### config.mk
export PLATFORM = sky130hd
export DESIGN_NAME = mem_access_flat
export DESIGN_NICKNAME = d
export VERILOG_FILES = /design/src/rtl/mem_access_pkg.sv /design/src/rtl/mem_access_if.sv /design/src/rtl/mem_load_ext.sv /design/src/rtl/mem_access.sv /design/src/flat_wrapper.sv
export SDC_FILE = /design/constraint.sdc
export NUM_CORES = 1
export LEC_CHECK = 0
export CAP_MARGIN = 20
export CORE_ASPECT_RATIO = 1.5
export CORE_MARGIN = 2
export CORE_UTILIZATION = 45
export DETAILED_ROUTE_END_ITERATION = 7
export DONT_BUFFER_PORTS = 1
export PLACE_DENSITY = 0.72
export SKIP_CTS_REPAIR_TIMING = 1
export SLEW_MARGIN = 20
export SYNTH_ARGS = -nofsm -noshare
export SYNTH_HDL_FRONTEND = slang
export SYNTH_SLANG_ARGS = --single-unit
### constraint.sdc
create_clock -name clk_in -period 5.85 [get_ports clk_in]
set_clock_uncertainty 0.15 [all_clocks]
set_input_delay 1.17 -clock clk_in [delete_from_list [all_inputs] [get_ports clk_in]]
set_output_delay 1.17 -clock clk_in [all_outputs]
set_load 0.01 [all_outputs]
### src/rtl/mem_access_pkg.sv
// Shared defines for the memory-access stage: bus widths, instruction type
// codes, FSM state encodings and the load/store decode helpers.
package mem_access_pkg;

  localparam int REG_W       = 32;
  localparam int REG_ADDR_W  = 5;
  localparam int INST_TYPE_W = 4;

  localparam logic [INST_TYPE_W-1:0] INST_NOP = 4'd0;
  localparam logic [INST_TYPE_W-1:0] INST_ALU = 4'd1;
  localparam logic [INST_TYPE_W-1:0] INST_LB  = 4'd2;
  localparam logic [INST_TYPE_W-1:0] INST_LH  = 4'd3;
  localparam logic [INST_TYPE_W-1:0] INST_LW  = 4'd4;
  localparam logic [INST_TYPE_W-1:0] INST_LBU = 4'd5;
  localparam logic [INST_TYPE_W-1:0] INST_LHU = 4'd6;
  localparam logic [INST_TYPE_W-1:0] INST_SB  = 4'd7;
  localparam logic [INST_TYPE_W-1:0] INST_SH  = 4'd8;
  localparam logic [INST_TYPE_W-1:0] INST_SW  = 4'd9;

  typedef enum logic [1:0] {
    ST_IDLE   = 2'd0,
    ST_ACCESS = 2'd1,
    ST_DONE   = 2'd2
  } mem_state_e;

  function automatic logic is_load(input logic [INST_TYPE_W-1:0] t);
    return (t == INST_LB) || (t == INST_LH) || (t == INST_LW) ||
           (t == INST_LBU) || (t == INST_LHU);
  endfunction

  function automatic logic is_store(input logic [INST_TYPE_W-1:0] t);
    return (t == INST_SB) || (t == INST_SH) || (t == INST_SW);
  endfunction

  function automatic logic [2:0] byte_count(input logic [INST_TYPE_W-1:0] t);
    case (t)
      INST_LB, INST_LBU, INST_SB: return 3'd1;
      INST_LH, INST_LHU, INST_SH: return 3'd2;
      INST_LW, INST_SW:           return 3'd4;
      default:                    return 3'd0;
    endcase
  endfunction

endpackage

### src/rtl/mem_access_if.sv
// Execute-side inputs, MEM/WB-side outputs and the byte-wide RAM port of the
// memory-access stage.
interface mem_access_if
  import mem_access_pkg::*;
#(
  parameter int ADDR_W = 32
) ();

  logic                   valid_in;
  logic                   rd_in;
  logic [REG_W-1:0]       rd_val_in;
  logic [REG_ADDR_W-1:0]  rd_addr_in;
  logic [INST_TYPE_W-1:0] inst_type_in;
  logic [ADDR_W-1:0]      mem_addr_in;
  logic [REG_W-1:0]       mem_val_in;
  logic                   ram_grant_in;
  logic [7:0]             ram_din;

  logic                   valid_out;
  logic                   rd_out;
  logic [REG_W-1:0]       rd_val_out;
  logic [REG_ADDR_W-1:0]  rd_addr_out;
  logic                   stall_req_out;
  logic [ADDR_W-1:0]      ram_a_out;
  logic                   ram_wr_out;
  logic [7:0]             ram_dout;

  modport slave (
    input  valid_in, rd_in, rd_val_in, rd_addr_in, inst_type_in,
           mem_addr_in, mem_val_in, ram_grant_in, ram_din,
    output valid_out, rd_out, rd_val_out, rd_addr_out, stall_req_out,
           ram_a_out, ram_wr_out, ram_dout
  );

  modport master (
    output valid_in, rd_in, rd_val_in, rd_addr_in, inst_type_in,
           mem_addr_in, mem_val_in, ram_grant_in, ram_din,
    input  valid_out, rd_out, rd_val_out, rd_addr_out, stall_req_out,
           ram_a_out, ram_wr_out, ram_dout
  );

endinterface

### src/rtl/mem_load_ext.sv
// Sign/zero extension of an assembled little-endian load value to register
// width, selected by the load type.
module mem_load_ext
  import mem_access_pkg::*;
(
  input  logic [INST_TYPE_W-1:0] inst_type,
  input  logic [REG_W-1:0]       raw,
  output logic [REG_W-1:0]       ext
);

  always_comb begin
    ext = raw;
    case (inst_type)
      INST_LB:  ext = {{24{raw[7]}}, raw[7:0]};
      INST_LBU: ext = {24'h0, raw[7:0]};
      INST_LH:  ext = {{16{raw[15]}}, raw[15:0]};
      INST_LHU: ext = {16'h0, raw[15:0]};
      default:  ext = raw;
    endcase
  end

endmodule

### src/rtl/mem_access.sv
// Memory-access pipeline stage: sequences byte transfers for loads/stores over
// a shared byte RAM port and stalls upstream until the access completes.
//
// state     | meaning
// ----------+-----------------------------------------------------------
// ST_IDLE   | passthrough; a memory op waits here for the first grant
// ST_ACCESS | issuing bytes on granted cycles, capturing load returns
// ST_DONE   | one-cycle result slot; output registers then take a bubble
module mem_access
  import mem_access_pkg::*;
#(
  parameter int ADDR_W = 32
) (
  input  logic          clk_in,
  input  logic          rst_in,
  mem_access_if.slave   bus
);

  mem_state_e        state_q, state_d;
  logic [2:0]        issue_cnt_q, issue_cnt_d;
  logic [2:0]        cap_cnt_q, cap_cnt_d;
  logic              rd_pend_q;
  logic [REG_W-1:0]  load_buf_q;
  logic [ADDR_W-1:0] ram_a_q;

  logic              load_op, store_op, mem_op;
  logic [2:0]        n_bytes;
  logic              issue, finish;
  logic [ADDR_W-1:0] addr_now;
  logic [REG_W-1:0]  assembled, load_ext;

  logic                  valid_q, rd_q;
  logic [REG_W-1:0]      rd_val_q;
  logic [REG_ADDR_W-1:0] rd_addr_q;

  always_comb begin
    load_op  = bus.valid_in && is_load(bus.inst_type_in);
    store_op = bus.valid_in && is_store(bus.inst_type_in);
    mem_op   = load_op || store_op;
    n_bytes  = byte_count(bus.inst_type_in);
    addr_now = bus.mem_addr_in + ADDR_W'(issue_cnt_q);

    issue = bus.ram_grant_in && mem_op &&
            ((state_q == ST_IDLE) ||
             ((state_q == ST_ACCESS) && (issue_cnt_q < n_bytes)));

    issue_cnt_d = issue_cnt_q + {2'b00, issue};
    cap_cnt_d   = cap_cnt_q + {2'b00, rd_pend_q};

    // Done once the last byte is out and, for loads, the last return is in.
    finish = mem_op && (state_q != ST_DONE) && (issue_cnt_d == n_bytes) &&
             (store_op || (cap_cnt_d == n_bytes));

    assembled = load_buf_q;
    if (rd_pend_q) assembled[8*cap_cnt_q[1:0] +: 8] = bus.ram_din;
  end

  always_comb begin
    state_d = state_q;
    case (state_q)
      ST_IDLE: begin
        if (finish)     state_d = ST_DONE;
        else if (issue) state_d = ST_ACCESS;
      end
      ST_ACCESS: begin
        if (!mem_op)     state_d = ST_IDLE;
        else if (finish) state_d = ST_DONE;
      end
      ST_DONE:  state_d = ST_IDLE;
      default:  state_d = ST_IDLE;
    endcase
  end

  always_ff @(posedge clk_in) begin
    if (rst_in) begin
      state_q     <= ST_IDLE;
      issue_cnt_q <= 3'd0;
      cap_cnt_q   <= 3'd0;
      rd_pend_q   <= 1'b0;
      load_buf_q  <= '0;
      ram_a_q     <= '0;
    end else begin
      state_q <= state_d;
      if (finish || (state_d == ST_IDLE)) begin
        issue_cnt_q <= 3'd0;
        cap_cnt_q   <= 3'd0;
      end else begin
        issue_cnt_q <= issue_cnt_d;
        cap_cnt_q   <= cap_cnt_d;
      end
      rd_pend_q  <= issue && load_op;
      load_buf_q <= assembled;
      if (issue) ram_a_q <= addr_now;
    end
  end

  mem_load_ext u_load_ext (
    .inst_type (bus.inst_type_in),
    .raw       (assembled),
    .ext       (load_ext)
  );

  always_ff @(posedge clk_in) begin
    if (rst_in) begin
      valid_q   <= 1'b0;
      rd_q      <= 1'b0;
      rd_val_q  <= '0;
      rd_addr_q <= '0;
    end else if (state_q == ST_DONE) begin
      // Bubble so the instruction still on the inputs is not accepted twice.
      valid_q <= 1'b0;
      rd_q    <= 1'b0;
    end else if (finish) begin
      valid_q   <= 1'b1;
      rd_q      <= load_op && bus.rd_in;
      rd_val_q  <= load_op ? load_ext : bus.rd_val_in;
      rd_addr_q <= bus.rd_addr_in;
    end else if (mem_op) begin
      valid_q <= 1'b0;
      rd_q    <= 1'b0;
    end else begin
      valid_q   <= bus.valid_in;
      rd_q      <= bus.rd_in && bus.valid_in;
      rd_val_q  <= bus.rd_val_in;
      rd_addr_q <= bus.rd_addr_in;
    end
  end

  assign bus.valid_out     = valid_q;
  assign bus.rd_out        = rd_q;
  assign bus.rd_val_out    = rd_val_q;
  assign bus.rd_addr_out   = rd_addr_q;
  assign bus.stall_req_out = mem_op && (state_q != ST_DONE);
  assign bus.ram_wr_out    = issue && store_op;
  assign bus.ram_a_out     = issue ? addr_now : ram_a_q;
  assign bus.ram_dout      = (issue && store_op) ?
                             bus.mem_val_in[8*issue_cnt_q[1:0] +: 8] : 8'h00;

endmodule

### src/flat_wrapper.sv
// flat-port wrapper written by rule: the top's interface ports become plain ports
module mem_access_flat import mem_access_pkg::*;
#(
  parameter int ADDR_W = 32
)
  (clk_in, rst_in, bus_valid_in, bus_rd_in, bus_rd_val_in, bus_rd_addr_in, bus_inst_type_in, bus_mem_addr_in, bus_mem_val_in, bus_ram_grant_in, bus_ram_din, bus_valid_out, bus_rd_out, bus_rd_val_out, bus_rd_addr_out, bus_stall_req_out, bus_ram_a_out, bus_ram_wr_out, bus_ram_dout);
  mem_access_if #(.ADDR_W(ADDR_W)) bus_i ();
  input  logic clk_in;
  input  logic rst_in;
  input wire logic [$bits(bus_i.valid_in)-1:0] bus_valid_in;
  input wire logic [$bits(bus_i.rd_in)-1:0] bus_rd_in;
  input wire logic [$bits(bus_i.rd_val_in)-1:0] bus_rd_val_in;
  input wire logic [$bits(bus_i.rd_addr_in)-1:0] bus_rd_addr_in;
  input wire logic [$bits(bus_i.inst_type_in)-1:0] bus_inst_type_in;
  input wire logic [$bits(bus_i.mem_addr_in)-1:0] bus_mem_addr_in;
  input wire logic [$bits(bus_i.mem_val_in)-1:0] bus_mem_val_in;
  input wire logic [$bits(bus_i.ram_grant_in)-1:0] bus_ram_grant_in;
  input wire logic [$bits(bus_i.ram_din)-1:0] bus_ram_din;
  output wire logic [$bits(bus_i.valid_out)-1:0] bus_valid_out;
  output wire logic [$bits(bus_i.rd_out)-1:0] bus_rd_out;
  output wire logic [$bits(bus_i.rd_val_out)-1:0] bus_rd_val_out;
  output wire logic [$bits(bus_i.rd_addr_out)-1:0] bus_rd_addr_out;
  output wire logic [$bits(bus_i.stall_req_out)-1:0] bus_stall_req_out;
  output wire logic [$bits(bus_i.ram_a_out)-1:0] bus_ram_a_out;
  output wire logic [$bits(bus_i.ram_wr_out)-1:0] bus_ram_wr_out;
  output wire logic [$bits(bus_i.ram_dout)-1:0] bus_ram_dout;
  assign bus_i.valid_in = bus_valid_in;
  assign bus_i.rd_in = bus_rd_in;
  assign bus_i.rd_val_in = bus_rd_val_in;
  assign bus_i.rd_addr_in = bus_rd_addr_in;
  assign bus_i.inst_type_in = bus_inst_type_in;
  assign bus_i.mem_addr_in = bus_mem_addr_in;
  assign bus_i.mem_val_in = bus_mem_val_in;
  assign bus_i.ram_grant_in = bus_ram_grant_in;
  assign bus_i.ram_din = bus_ram_din;
  assign bus_valid_out = bus_i.valid_out;
  assign bus_rd_out = bus_i.rd_out;
  assign bus_rd_val_out = bus_i.rd_val_out;
  assign bus_rd_addr_out = bus_i.rd_addr_out;
  assign bus_stall_req_out = bus_i.stall_req_out;
  assign bus_ram_a_out = bus_i.ram_a_out;
  assign bus_ram_wr_out = bus_i.ram_wr_out;
  assign bus_ram_dout = bus_i.ram_dout;
  mem_access #(.ADDR_W(ADDR_W)) u_core (.clk_in(clk_in), .rst_in(rst_in), .bus(bus_i));
endmodule
* After elaboration in Yosys (flattened, before gate mapping)
Memory sizes are Yosys's and may differ from the RTL's. Cells that the tools add are included.
Word-level totals: output and inout bits 81, memories kept 1, register bits after elaboration 112, ROM bits 48, bits of input ports 118, logic and storage cells 80
Memory list:
- (name not given) | depth 16, width 3, rd ports 1, clocked after Yosys merged registers in 0, write ports 0, RTL line mem_access_pkg.sv:36 | case (t)
Operators by class: add/sub/neg operators 4, shift operators 3, bitwise logic cells 1, muxes and demuxes 19, order comparisons 1, equal/unequal tests 14, reduce and logical (&&, ||, !) cells 27
Operator list (count):
- 32-bit two-way mux | 5
- 32-bit one-hot mux with 4 select lines | 1
- 5-bit negation with 34-bit output | 1
- 8-bit by 34-bit variable shift with 32-bit output, first input constant | 1
- 8-bit by 34-bit indexed part select with 32-bit output | 1
- 32-bit by 3-bit adder with 32-bit output | 1
- 32-bit bitwise mux | 1
- 32-bit by 6-bit indexed part select with 8-bit output | 1
- 4-bit by 3-bit equality test with 1-bit output, second input constant | 4
- 1-bit logical AND | 12
- 1-bit logical OR | 10
- 5-bit two-way mux | 2
- 4-bit by 2-bit equality test with 1-bit output, second input constant | 2
- 4-bit equality test, second input constant | 2
- 2-bit two-way mux | 4
- 8-bit two-way mux | 1
- 3-bit by 1-bit adder with 3-bit output | 2
- 3-bit equality test | 2
- 2-bit logical NOT | 2
- 1-bit two-way mux | 4
- 2-bit != test, second input constant | 2
- 2-bit one-hot mux with 2 select lines | 1
- 2-bit OR reduction | 2
- 3-bit < comparator | 1
- other kinds (4) | 4

* Longest topological paths before layout
word-level depth 19, mapped depth 20, gate-level depth less buffers 14

* Cells and area by module
Synthesis repeated with hierarchy kept, for this count alone.
Unflattened totals: cells, all modules 664, area total of the unflattened synthesis 6132.1 um^2
By module, submodules not included:
- mem_access | area each 5754.3 um^2, cells each 620, instances 1, seq. area each 2242.2 um^2
- mem_load_ext | area each 377.9 um^2, cells each 44, instances 1, seq. area each 0.0 um^2

* Worst setup path after synthesis
No wires, ideal clock.
kind in2reg, start point input port bus_inst_type_in[3], end point register u_core.rd_val_q[21] (netlist: u_core.bus.rd_val_out[21]), slack 169 ps, setup time 117 ps, stages 18, arrival time 5414 ps, required time 5583 ps, buffers on the path 4, cells stage by stage buf_2 nor4bb_1 nor3_1 ha_1 a21o_1 a21o_1 a2111oi_4 clkbuf_1 buf_2 ha_1 inv_1 or3_1 a21oi_1 o21ai_0 nor4_2 clkbuf_1 o2bb2ai_1 o2bb2ai_2
On the way: longest elaborated chain between the ends 15, elaborated cells on any way between the ends 35, those cells by class 1 x add/sub; 1 x order compare; 11 x eq/ne; 3 x mux; 18 x reduce/logical; 1 x memory
RTL lines:
- start, declared | RTL line flat_wrapper.sv:14 | input wire logic [$bits(bus_i.inst_type_in)-1:0] bus_inst_type_in;
- parallel branches: the longest is 8 deep, another holds memory 16 x 3 bit
- 1-bit logical AND (*) | RTL line mem_access.sv:43 | issue = bus.ram_grant_in && mem_op &&
- 3-bit by 1-bit adder with 3-bit output (*) | RTL line mem_access.sv:47 | issue_cnt_d = issue_cnt_q + {2'b00, issue};
- named net u_core.issue_cnt_d[0] | RTL line mem_access.sv:20 | logic [2:0] issue_cnt_q, issue_cnt_d;
- 3-bit equality test (*) | RTL line mem_access.sv:51 | finish = mem_op && (state_q != ST_DONE) && (issue_cnt_d == n_bytes) &&
- 1-bit logical AND (*) (2 in a row) | RTL line mem_access.sv:51
- 2-bit != test (no source line)
- 2-bit AND reduction (no source line)
- end signal, assigned | RTL line mem_access.sv:116 | rd_val_q <= load_op ? load_ext : bus.rd_val_in;
- end signal, assigned | RTL line mem_access.sv:124 | rd_val_q <= bus.rd_val_in;
- end, declared | RTL line mem_access.sv:33 | logic [REG_W-1:0] rd_val_q;
Mark *: on every way through the listed nets, which the timed path passes. A chain may end at the register's enable or synchronous reset.

* Worst setup path after layout
start point input port bus_inst_type_in[3], end point output port bus_ram_a_out[3]
On the way: longest elaborated chain between the ends 10, elaborated cells on any way between the ends 24, those cells by class 1 x order compare; 8 x eq/ne; 1 x mux; 13 x reduce/logical; 1 x memory
RTL lines:
- parallel branches: the longest is 8 deep, another holds memory 16 x 3 bit
- 1-bit logical AND (*) | RTL line mem_access.sv:43
- 32-bit two-way mux (*) | RTL line mem_access.sv:135 | assign bus.ram_a_out = issue ? addr_now : ram_a_q;
- end, declared | RTL line flat_wrapper.sv:24 | output wire logic [$bits(bus_i.ram_a_out)-1:0] bus_ram_a_out;
Mark *: on every way between the ends.

==> impl.org <==
** Outcome
- Outcome :: finished clean

** Placed design
- Summed over all nets, the half-perimeter wirelength after detailed placement is 12.2 mm.
- The congestion estimate from routability-driven global placement came to 0.897.
- Buffers added on ports :: 0
- After detailed placement, the total cell area comes to 6040 µm².

** Final layout
- Fin area :: 6350 µm²
- Leaving out fill and tap cells, the most frequent cell in the layout is sky130_fd_sc_hd__dfxtp_1.
- Compared with the post-synthesis result, the final layout area differs by 6.46%.
- Commonest cells after routing, fill and taps aside :: sky130_fd_sc_hd__dfxtp_1 (112), sky130_fd_sc_hd__nor2_1 (75), sky130_fd_sc_hd__a21oi_1 (31)
- Area used by multi-input combinational logic :: 3440 µm²
- Combined flip-flop and latch cell area :: 2240 µm²
- After the last flow step, the layout net total stands at 746.
- Share of post-route cells with drive strength above 1 :: 10.5%
- Filler instances :: 1244

** Logic synthesis
- Post-synthesis area per instance :: 9.33 µm²
- In the synthesized netlist the async set-or-reset flop fraction comes to 0%.
- The largest total area in the synthesized netlist belongs to sky130_fd_sc_hd__dfxtp_1.
- Dominant cells by area after synthesis :: sky130_fd_sc_hd__dfxtp_1 (38%), sky130_fd_sc_hd__o2bb2ai_2 (5.0%), sky130_fd_sc_hd__nor2_1 (4.7%)
- The synthesized design devotes to its leading area cell type 37.6% of total area.
- Flip-flop and latch count after synthesis :: 112
- Sequential share of the synthesized area :: 37.6%
- EDFF count, synth :: 0
- Synthesis handed over a netlist of 639 instances.
- Syn_nets :: 772
- YS warnings :: 0
- Netlist area before placement :: 5960 µm²
- Yosys cell types :: 65
- In the synthesized netlist the dominant register cell turns out to be sky130_fd_sc_hd__dfxtp_1.

** Worst setup path
- Crit path required time :: 4530 ps
- Critical path data arrival time :: 3780 ps
- In this run the critical register-to-register path is launched from u_core.issue_cnt_q[1].
- Type of element capturing the critical path :: output port
- In this run the worst path has a maximum fanout of 98.
- The critical path starts at bus_inst_type_in[3].
- STA classifies the critical path startpoint as an input port.
- The critical path is of the in2out type.

** Detailed routing
- Routed wire length :: 15.7 mm
- Via/cell ratio :: 6.10
- The final route contains 4757 vias.
- Average detailed-routed wire length per instance :: 20.2 µm
- DRC violation count after routing :: 0
- For this run, the detailed router's first-pass iteration total came to 4.
- The detail route stage leaves a number of antenna-violating nets equal to 0.
- For this block, the initial DRC count from the detailed router was 222.

** STA
- After layout, the minimum clock period comes to 5100 ps.
- Maximum clock frequency :: 196 MHz
- Setup violations remaining at the end of the flow were counted as 0.
- Min Hold Slack :: 354 ps
- Max Transition Viols Final :: 0
- RSZ-0062 raised after global routing :: false
- Slew @ Worst Pin :: 782 ps
- Hold Violations, Final :: 0
- Final Cycle Share :: 87.1%
- Summed over all failing endpoints, the final setup total negative slack is 0 ps.
- Remaining max-slew budget at the tightest pin :: 47.7%

** Hold path
- Worst hold path startpoint :: u_core.load_buf_q[16]
- HP Class :: reg2reg

** Die
- Row count :: 51
- Measured along the y axis, the die boundary spans 145 µm.
- Area of the die :: 14200 µm²
- Number of ports placed on the die boundary :: 199
- In this run the horizontal extent of the chip is 98.0 µm.
- For this configuration, the core starts out at a cell density of 46.0%.
- Placeable Area :: 13000 µm²

** Power
- Overall power consumption :: 0.00160 W
- VDD sags by at most 120 µV.
- Power Dens Cells :: 252 nW/µm²
- In this run the static leakage power is 2.25 nW.

** GRT
- The total overflow left after global routing is 0.
- Largest net degree at the start of global routing :: 99
- The first global-routing pass estimated 25.1 mm of wire.
- Total global routing track utilization :: 22.0%
- Number of antenna violations at the first check in global routing :: 3
- Via count of the first global-routing pass :: 4826

** Flow run
- Max-capacitance violation count :: 0

** Clock tree
- Number of buffers created by CTS :: 9
- H-tree depth :: 3
- The later pin in the worst-skew pair is clocked with a latency of 350 ps.
- Clock transition at path regs :: 70 ps
- Num Clock Sinks :: 112
- The clock passes through at most 2 buffers.
- Clock tree synthesis selected as its root buffer the cell sky130_fd_sc_hd__clkbuf_16.
- TritonCTS built the clock tree.
[stage by stage]
| stage | util [%] | setup slack [ps] | instances |
|---|---|---|---|
| final | 49.0 | 752 | 780 |
| after global routing | 49.0 | 587 | 780 |
| after CTS | 48.9 | 770 | 777 |
| after detailed placement | 46.7 | 522 | 761 |
| after global placement | 46.6 | 559 | 761 |
| after floorplan | - | 169 | 639 |
[cell families after synthesis]
| logic type | share of synthesized area [%] |
|---|---|
| buffers and inverters | 5.08 |
| AOI/OAI and AO/OA | 24.1 |
| DFF | 37.6 |
| adders and majority gates | 3.27 |
| and+or+nand+nor | 18.0 |
| muxes | 7.11 |
| xor gates and xnor gates | 4.85 |
[report_power, final]
part	internal [W]	total [W]	switching [W]
logic	0.0000682	0.000168	0.0000995
registers	0.000797	0.000830	0.0000330
clock network	0.000310	0.000602	0.000293
[registers in the layout (all words and copies together) (netlist names)]
| register | flops |
|---|---|
| u_core.load_buf_q | 32 |
| u_core.bus.valid_out | 1 |
| u_core.cap_cnt_q | 3 |
| u_core.state_q | 2 |
| u_core.bus.rd_val_out | 32 |
| u_core.bus.rd_out | 1 |
| u_core.issue_cnt_q | 3 |
| u_core.ram_a_q | 32 |
| u_core.bus.rd_addr_out | 5 |
| u_core.rd_pend_q | 1 |
[worst max-delay path, cell delays in order]
cell and delay (ps):
sky130_fd_sc_hd__nor4bb_1 490, sky130_fd_sc_hd__nor3_1 170, sky130_fd_sc_hd__ha_1 300, sky130_fd_sc_hd__a21o_1 160
sky130_fd_sc_hd__a21o_1 200, sky130_fd_sc_hd__a2111oi_4 450, sky130_fd_sc_hd__buf_12 370, sky130_fd_sc_hd__mux2_2 420
[path summary, 6_finish.rpt]
kind / end / slack, ps / depth (start not counted)
worst min register to register: u_core.load_buf_q[16] / 350 / 2
worst max-delay path: bus_ram_a_out[3] / 750 / 8
worst min-delay path: u_core.load_buf_q[16] / 350 / 2
worst max register to register: u_core.bus.rd_val_out[31] / 1610 / 13
[synth_stat cells (3+ instances only)]
cell type and n:
sky130_fd_sc_hd__inv_1 24, sky130_fd_sc_hd__nor2b_1 17, sky130_fd_sc_hd__buf_6 3, sky130_fd_sc_hd__a21o_1 7, sky130_fd_sc_hd__xnor2_1 14, sky130_fd_sc_hd__clkbuf_1 24, sky130_fd_sc_hd__o2bb2ai_1 18, sky130_fd_sc_hd__dfxtp_1 112
sky130_fd_sc_hd__nor4b_1 3, sky130_fd_sc_hd__xor2_1 19, sky130_fd_sc_hd__mux4_2 8, sky130_fd_sc_hd__nand2_1 28, sky130_fd_sc_hd__a22oi_1 26, sky130_fd_sc_hd__buf_2 14, sky130_fd_sc_hd__nand3_1 11, sky130_fd_sc_hd__a22o_1 13
sky130_fd_sc_hd__nor2_1 75, sky130_fd_sc_hd__mux2_2 3, sky130_fd_sc_hd__mux2i_1 21, sky130_fd_sc_hd__a21oi_1 31, sky130_fd_sc_hd__o2bb2ai_2 20, sky130_fd_sc_hd__o21ai_0 11, sky130_fd_sc_hd__nand4_1 6, sky130_fd_sc_hd__nor3_1 5
sky130_fd_sc_hd__and3_1 13, sky130_fd_sc_hd__nand2b_1 15, sky130_fd_sc_hd__and2_1 7, sky130_fd_sc_hd__nor3b_1 4, sky130_fd_sc_hd__or2_2 3, sky130_fd_sc_hd__ha_1 14, sky130_fd_sc_hd__a211oi_1 28
[cell type report]
class | instances | share of cell area, %
Timing Repair Buffer | 7 | 1.22
Clock buffer | 11 | 3.82
Antenna cell | 3 | 0.118
Tap cell | 159 | 3.13
Inverter | 24 | 1.42
Sequential cell | 112 | 35.3
Clock inverter | 5 | 0.749
Multi-Input combinational cell | 459 | 54.2
[layer usage]
layer	routed length, µm	GRT usage, %	up-vias	share of wire (%)
met1	5500	22.5	2204	35
met3	1470	6.79	30	9.4
met4	479	8.89	0	3.0
met2	8280	40.9	230	53
met5	0	0	-	0
li1	-	-	2293	-
Note: power is estimated with default switching activity, not from simulation.
